$ cat src/rtl/tdsp_pkg.sv
// ---------------------------------------------------------------------------
// tdsp_pkg
// Shared TDSP definitions: default data and address widths for the data
// responder, and the arbiter state encoding used by tdsp_bus_arb.
// ---------------------------------------------------------------------------
package tdsp_pkg;

  localparam int TDSP_DATA_W = 16;
  localparam int TDSP_ADDR_W = 8;

  typedef enum logic [1:0] {
    ARB_IDLE = 2'd0,
    ARB_CORE = 2'd1,
    ARB_EXT  = 2'd2,
    ARB_TURN = 2'd3
  } arb_state_e;

endpackage

$ cat src/rtl/tdsp_bus_arb.sv
// ---------------------------------------------------------------------------
// tdsp_bus_arb
// Two-master bus arbiter (core and external master) with a one-cycle
// turnaround between owners. The core wins a simultaneous request and keeps
// the bus for as long as write_h_i is held.
//
// Ports
//   clk            system clock, rising edge
//   rst_ni         asynchronous active-low reset
//   bus_request_i  core bus request
//   ext_req_i      external master request
//   write_h_i      core write hold (pins the core grant)
//   bus_grant_o    registered grant to the core
//   ext_gnt_o      registered grant to the external master
// ---------------------------------------------------------------------------
module tdsp_bus_arb
  import tdsp_pkg::*;
(
  input  logic clk,
  input  logic rst_ni,
  input  logic bus_request_i,
  input  logic ext_req_i,
  input  logic write_h_i,
  output logic bus_grant_o,
  output logic ext_gnt_o
);

  arb_state_e state_q, state_d;
  logic       armed_q;
  logic       bus_grant_q;
  logic       ext_gnt_q;

  // armed_q holds off requests for the first edge after reset release, so the
  // earliest possible grant lands on the second rising edge.
  always_ff @(posedge clk or negedge rst_ni) begin
    if (!rst_ni) begin
      state_q     <= ARB_IDLE;
      armed_q     <= 1'b0;
      bus_grant_q <= 1'b0;
      ext_gnt_q   <= 1'b0;
    end else begin
      state_q     <= state_d;
      armed_q     <= 1'b1;
      bus_grant_q <= (state_d == ARB_CORE);
      ext_gnt_q   <= (state_d == ARB_EXT);
    end
  end

  always_comb begin
    state_d = state_q;
    case (state_q)
      ARB_IDLE: begin
        if (armed_q) begin
          if (bus_request_i) begin
            state_d = ARB_CORE;
          end else if (ext_req_i) begin
            state_d = ARB_EXT;
          end
        end
      end
      ARB_CORE: begin
        if (!write_h_i && !bus_request_i) begin
          state_d = ARB_TURN;
        end
      end
      ARB_EXT: begin
        if (!ext_req_i) begin
          state_d = ARB_TURN;
        end
      end
      ARB_TURN: state_d = ARB_IDLE;
      default:  state_d = ARB_IDLE;
    endcase
  end

  assign bus_grant_o = bus_grant_q;
  assign ext_gnt_o   = ext_gnt_q;

endmodule

$ cat src/rtl/tdsp_data_resp.sv
// ---------------------------------------------------------------------------
// tdsp_data_resp
// Data-side responder for the TDSP core: a scratch store mapped at address 0
// upward, access decode/validation, and the bus arbiter between the core and
// an external master.
//
// Ports
//   clk          system clock, rising edge
//   reset        asynchronous active-low reset
//   as           core data address strobe
//   read, write  core read / write enables (exactly one per valid access)
//   write_h      core write hold, keeps the core grant
//   address      core data address
//   t_data_out   core write data
//   t_data_in    registered read data to the core
//   bus_request  core bus request
//   bus_grant    registered grant to the core
//   ext_req      external master request
//   ext_gnt      registered grant to the external master
//   err          one-cycle pulse for a rejected core access
// ---------------------------------------------------------------------------
module tdsp_data_resp
  import tdsp_pkg::*;
#(
  parameter int DATA_W    = TDSP_DATA_W,
  parameter int ADDR_W    = TDSP_ADDR_W,
  parameter int MEM_DEPTH = 64
) (
  input  logic              clk,
  input  logic              reset,
  input  logic              as,
  input  logic              read,
  input  logic              write,
  input  logic              write_h,
  input  logic [ADDR_W-1:0] address,
  input  logic [DATA_W-1:0] t_data_out,
  output logic [DATA_W-1:0] t_data_in,
  input  logic              bus_request,
  output logic              bus_grant,
  input  logic              ext_req,
  output logic              ext_gnt,
  output logic              err
);

  localparam int IDX_W = (MEM_DEPTH > 1) ? $clog2(MEM_DEPTH) : 1;
  localparam logic [ADDR_W:0] DEPTH_C = (ADDR_W + 1)'(MEM_DEPTH);

  logic              core_gnt;
  logic              in_range;
  logic              one_op;
  logic              acc_ok;
  logic              acc_rej;
  logic [IDX_W-1:0]  idx;

  logic [DATA_W-1:0] mem_q [MEM_DEPTH];
  logic [DATA_W-1:0] t_data_in_q;
  logic              err_q;

  tdsp_bus_arb u_arb (
    .clk           (clk),
    .rst_ni        (reset),
    .bus_request_i (bus_request),
    .ext_req_i     (ext_req),
    .write_h_i     (write_h),
    .bus_grant_o   (core_gnt),
    .ext_gnt_o     (ext_gnt)
  );

  // Range check is done on the full address; the store index is only the
  // low bits, so out-of-range addresses must never reach the array.
  assign in_range = ({1'b0, address} < DEPTH_C);
  assign one_op   = read ^ write;
  assign acc_ok   = as & core_gnt & one_op & in_range;
  assign acc_rej  = as & ~acc_ok;
  assign idx      = address[IDX_W-1:0];

  // Store is not reset: contents survive a reset pulse.
  always_ff @(posedge clk) begin
    if (acc_ok && write) begin
      mem_q[idx] <= t_data_out;
    end
  end

  always_ff @(posedge clk or negedge reset) begin
    if (!reset) begin
      t_data_in_q <= '0;
      err_q       <= 1'b0;
    end else begin
      err_q <= acc_rej;
      if (acc_ok && read) begin
        t_data_in_q <= mem_q[idx];
      end else if (acc_rej && read) begin
        // A refused read returns zero rather than stale data.
        t_data_in_q <= '0;
      end
    end
  end

  assign t_data_in = t_data_in_q;
  assign err       = err_q;
  assign bus_grant = core_gnt;

endmodule

$ cat config.mk
export PLATFORM = sky130hd
export DESIGN_NAME = tdsp_data_resp
export DESIGN_NICKNAME = d
export VERILOG_FILES = /design/src/rtl/tdsp_pkg.sv /design/src/rtl/tdsp_bus_arb.sv /design/src/rtl/tdsp_data_resp.sv
export SDC_FILE = /design/constraint.sdc
export NUM_CORES = 1
export LEC_CHECK = 0
export ABC_AREA = 1
export CAP_MARGIN = 20
export CORE_AREA = 2 2 268 270
export CTS_CLUSTER_DIAMETER = 40
export DETAILED_ROUTE_END_ITERATION = 6
export DIE_AREA = 0 0 270 272
export HOLD_SLACK_MARGIN = 0.1
export PLACE_DENSITY = 0.81
export SETUP_SLACK_MARGIN = 0.15
export SYNTH_ARGS = -nofsm -noshare
export SYNTH_HDL_FRONTEND = slang
export SYNTH_HIERARCHICAL = 1
export SYNTH_SLANG_ARGS = --single-unit
$ cat constraint.sdc
create_clock -name clk -period 2.72 [get_ports clk]
set_input_delay 0.272 -clock clk [delete_from_list [all_inputs] [get_ports clk]]
set_output_delay 0.272 -clock clk [all_outputs]
set_load 0.02 [all_outputs]
==> insert_results.sql <==
INSERT INTO impl_metrics (metric_group, metric, value, unit) VALUES
('clock_network', 'postCtsSetupBuffers', '0', ''),
('worst_setup_path', 'critPathArrivalTime', '2500', 'ps'),
('cells_and_area', 'most_common_cell_after_layout_fill_and_taps_aside', 'sky130_fd_sc_hd__nand2_1', ''),
('placed_design', 'placement.cell_area', '0.0468', 'mm2'),
('routing', 'drt-wirelength-per-cell', '21.8', 'um'),
('worst_setup_path', 'worst_setup_path_startpoint', 'u_arb/bus_grant_o', ''),
('yosys', 'synthesis.instances', '4338', ''),
('clock_network', 'cts_max_path_buffers', '3', ''),
('yosys', 'postSynthNetCount', '4370', ''),
('timing', 'slew_violations', '0', ''),
('worst_setup_path', 'critPathLaunchType', 'flop', ''),
('yosys', 'synth.distinct_cells', '26', ''),
('routing', 'totalWireLength', '120000', 'um'),
('grt', 'grt_use_total', '32.8', '%'),
('worst_setup_path', 'setup.worst_path.class', 'flop to flop', ''),
('timing', 'timing_hold_violations_final', '0', ''),
('worst_setup_path', 'critical_path.reg2reg.endpoint', 'mem_q[58][8]', ''),
('grt', 'vias_in_the_first_global_route', '31000', ''),
('floorplan', 'die_span_in_y', '272', 'um'),
('floorplan', 'die_area', '0.0734', 'mm2'),
('power_and_ir_drop', 'peak_vdd_ir', '0.496', 'mV'),
('clock_network', 'worst_setup_hold_path_clk_slew', '60', 'ps'),
('timing', 'final.setup.tns', '0', 'ps'),
('worst_setup_path', 'rrSetupSlack', '600', 'ps'),
('floorplan', 'floorplan.rows', '98', ''),
('placed_design', 'gpl.final_weighted_congestion', '0.954', ''),
('yosys', 'synth_seq_cells', '1046', ''),
('floorplan', 'io_pins', '51', ''),
('yosys', 'largest_cells_by_area_after_synthesis', 'sky130_fd_sc_hd__edfxtp_1 (70%), sky130_fd_sc_hd__nand2_1 (25%), sky130_fd_sc_hd__buf_2 (1.3%)', ''),
('status', 'outcome', 'finished, final reports clean', ''),
('timing', 'worst_slew_pin_slew', '991', 'ps'),
('timing', 'final.period_utilization', '78.0', '%'),
('cells_and_area', 'area.sequential', '0.0313', 'mm2'),
('power_and_ir_drop', 'power_per_cell_area', '706', 'mW/mm2'),
('floorplan', 'core_region_area', '0.0708', 'mm2'),
('cells_and_area', 'post-route-util', '71.8', '%'),
('clock_network', 'ctsHtreeMaxLevel', '3', ''),
('worst_setup_path', 'critical_path.max_fanout', '16', ''),
('clock_network', 'cts_tree', 'done', ''),
('clock_network', 'cts.sink_count', '1046', ''),
('timing', 'fin_worst_hold_slack', '141', 'ps'),
('cells_and_area', 'fillerInstances', '4501', ''),
('worst_setup_path', 'endpoint_kind', 'flop', ''),
('job', 'maxCapViolations', '0', ''),
('cells_and_area', 'flow.area_growth_from_synthesis', '15.0', '%'),
('clock_network', 'worstSkewPairLatency', '700', 'ps'),
('yosys', 'number_of_synthesis_warnings', '6', ''),
('cells_and_area', 'drive_above_1_share', '8.33', '%'),
('routing', 'drt_first_iter_violations', '4442', ''),
('power_and_ir_drop', 'leakagePower', '21.4', 'nW'),
('timing', 'maxSlewHeadroom', '33.9', '%'),
('routing', 'avgViaCountPerCell', '5.75', ''),
('cells_and_area', 'multi_input_comb_area', '0.0116', 'mm2'),
('yosys', 'synth_top_area_share', '69.6', '%'),
('grt', 'grt_max_degree', '147', ''),
('routing', 'final_antenna_violating_net_count', '0', ''),
('worst_setup_path', 'required_time_at_the_endpoint_of_the_critical_path', '3100', 'ps'),
('cells_and_area', 'layout.cells.most_common_list', 'sky130_fd_sc_hd__nand2_1 (2886), sky130_fd_sc_hd__edfxtp_1 (1024), sky130_fd_sc_hd__clkbuf_16 (121)', ''),
('floorplan', 'start_util', '62.4', '%'),
('grt', 'initial_antenna_violation_count', '2', ''),
('floorplan', 'horizontal_die_dimension', '270', 'um'),
('clock_network', 'tritoncts_buffers', '118', ''),
('grt', 'grt_remaining_overflow', '0', ''),
('placed_design', 'dp.final_hpwl', '70400', 'um'),
('worst_setup_path', 'crit-reg2reg-launch', 'u_arb/bus_grant_o', ''),
('timing', 'max_clock_skew', '24.0', 'ps'),
('grt', 'grt_first_pass_wirelength', '180000', 'um'),
('yosys', 'synth.yosys.seq_area_share', '70.9', '%'),
('min_path', 'holdCritPathClass', 'input port to flop', ''),
('timing', 'final_period_minus_worst_setup_slack', '2120', 'ps'),
('worst_setup_path', 'cp-endpoint', 'mem_q[58][8]', '');
[metal layers]
layer,track usage (%),wire length (um)
met1,42.2,42500
met4,17.9,6560
met2,52.4,56900
met5,0,10
met3,7.38,14500
[report_power, final]
part	internal, mW	switching, mW	total (mW)
Clock	9.33	6.46	15.8
Combinational	0.576	1.73	2.31
Sequential	17.7	0.0371	17.8
Total	27.6	8.23	35.9
[cell usage after synthesis]
library cell,instances
sky130_fd_sc_hd__buf_2,114
sky130_fd_sc_hd__inv_4,2
sky130_fd_sc_hd__or2_2,1
sky130_fd_sc_hd__inv_1,30
sky130_fd_sc_hd__o211ai_1,7
sky130_fd_sc_hd__buf_6,11
sky130_fd_sc_hd__clkbuf_2,1
sky130_fd_sc_hd__nand2_1,2886
sky130_fd_sc_hd__or2_0,1
sky130_fd_sc_hd__nor2_1,113
sky130_fd_sc_hd__nor3_2,1
sky130_fd_sc_hd__nor3_4,7
sky130_fd_sc_hd__dfrtp_1,22
sky130_fd_sc_hd__or2_1,5
sky130_fd_sc_hd__buf_4,27
sky130_fd_sc_hd__edfxtp_1,1024
sky130_fd_sc_hd__clkbuf_1,35
sky130_fd_sc_hd__buf_1,20
sky130_fd_sc_hd__o21ai_0,2
sky130_fd_sc_hd__o21ai_1,6
sky130_fd_sc_hd__nand3_1,16
sky130_fd_sc_hd__conb_1,1
sky130_fd_sc_hd__inv_2,3
sky130_fd_sc_hd__nand4_1,1
sky130_fd_sc_hd__a21oi_1,1
sky130_fd_sc_hd__nand3_2,1
[registers in the layout, summed over array words and instances, names as in the netlist]
signal / flops
u_arb/armed_q: 1
u_arb/state_q: 2
t_data_in: 16
err: 1
u_arb/bus_grant_o: 1
u_arb/ext_gnt_o: 1
mem_q: 1024
[worst min path at each step]
stage              endpoint  cells past startpoint           from
3_5_place_dp   t_data_in[2]                      2   t_data_in[2]
5_1_grt        mem_q[59][7]                      2  t_data_out[7]
4_1_cts        mem_q[59][6]                      2  t_data_out[6]
6_report       mem_q[59][7]                      2  t_data_out[7]
3_3_place_gp   t_data_in[2]                      2   t_data_in[2]
2_1_floorplan           err                      0          reset
[cell families after synthesis]
family / Yosys count / synth area share, %
AND/OR/NAND/NOR: 3032 / 26.1
flip-flops: 1046 / 70.9
buffers and inverters: 243 / 2.82
AO/OA/AOI/OAI: 16 / 0.221
other: 1 / 0.00849
[critical path, cell delays in order (launching register included)]
cell	delay, ps
sky130_fd_sc_hd__dfrtp_1	360
sky130_fd_sc_hd__nand3_1	130
sky130_fd_sc_hd__nor2_1	160
sky130_fd_sc_hd__buf_4	220
sky130_fd_sc_hd__nand3_1	130
sky130_fd_sc_hd__buf_4	210
sky130_fd_sc_hd__nor2_1	290
sky130_fd_sc_hd__buf_4	310
[final cells by class]
class	instances	share of cell area [%]
Antenna cell	1	0.00493
Clock inverter	80	1.63
Sequential cell	1046	61.6
Inverter	35	0.303
Tap cell	950	2.34
Timing Repair Buffer	214	5.11
Clock buffer	138	6.09
Multi-Input combinational cell	3049	22.9
[timing repair]
item                      CTS  global route
gates resized for setup     0             0
hold endpoints to repair   57             0
hold buffers                5             0
[metrics by stage]
step / power, mW / instances / worst slack [ps]
2_1_floorplan: 19.3 / 4338 / 345
3_3_place_gp: 20.2 / 5289 / 202
3_5_place_dp: 20.3 / 5289 / 176
4_1_cts: 35.8 / 5512 / 658
5_1_grt: 36.7 / 5513 / 537
6_report: 35.9 / 5513 / 598
No activity file was read; power rests on OpenSTA's default activity.
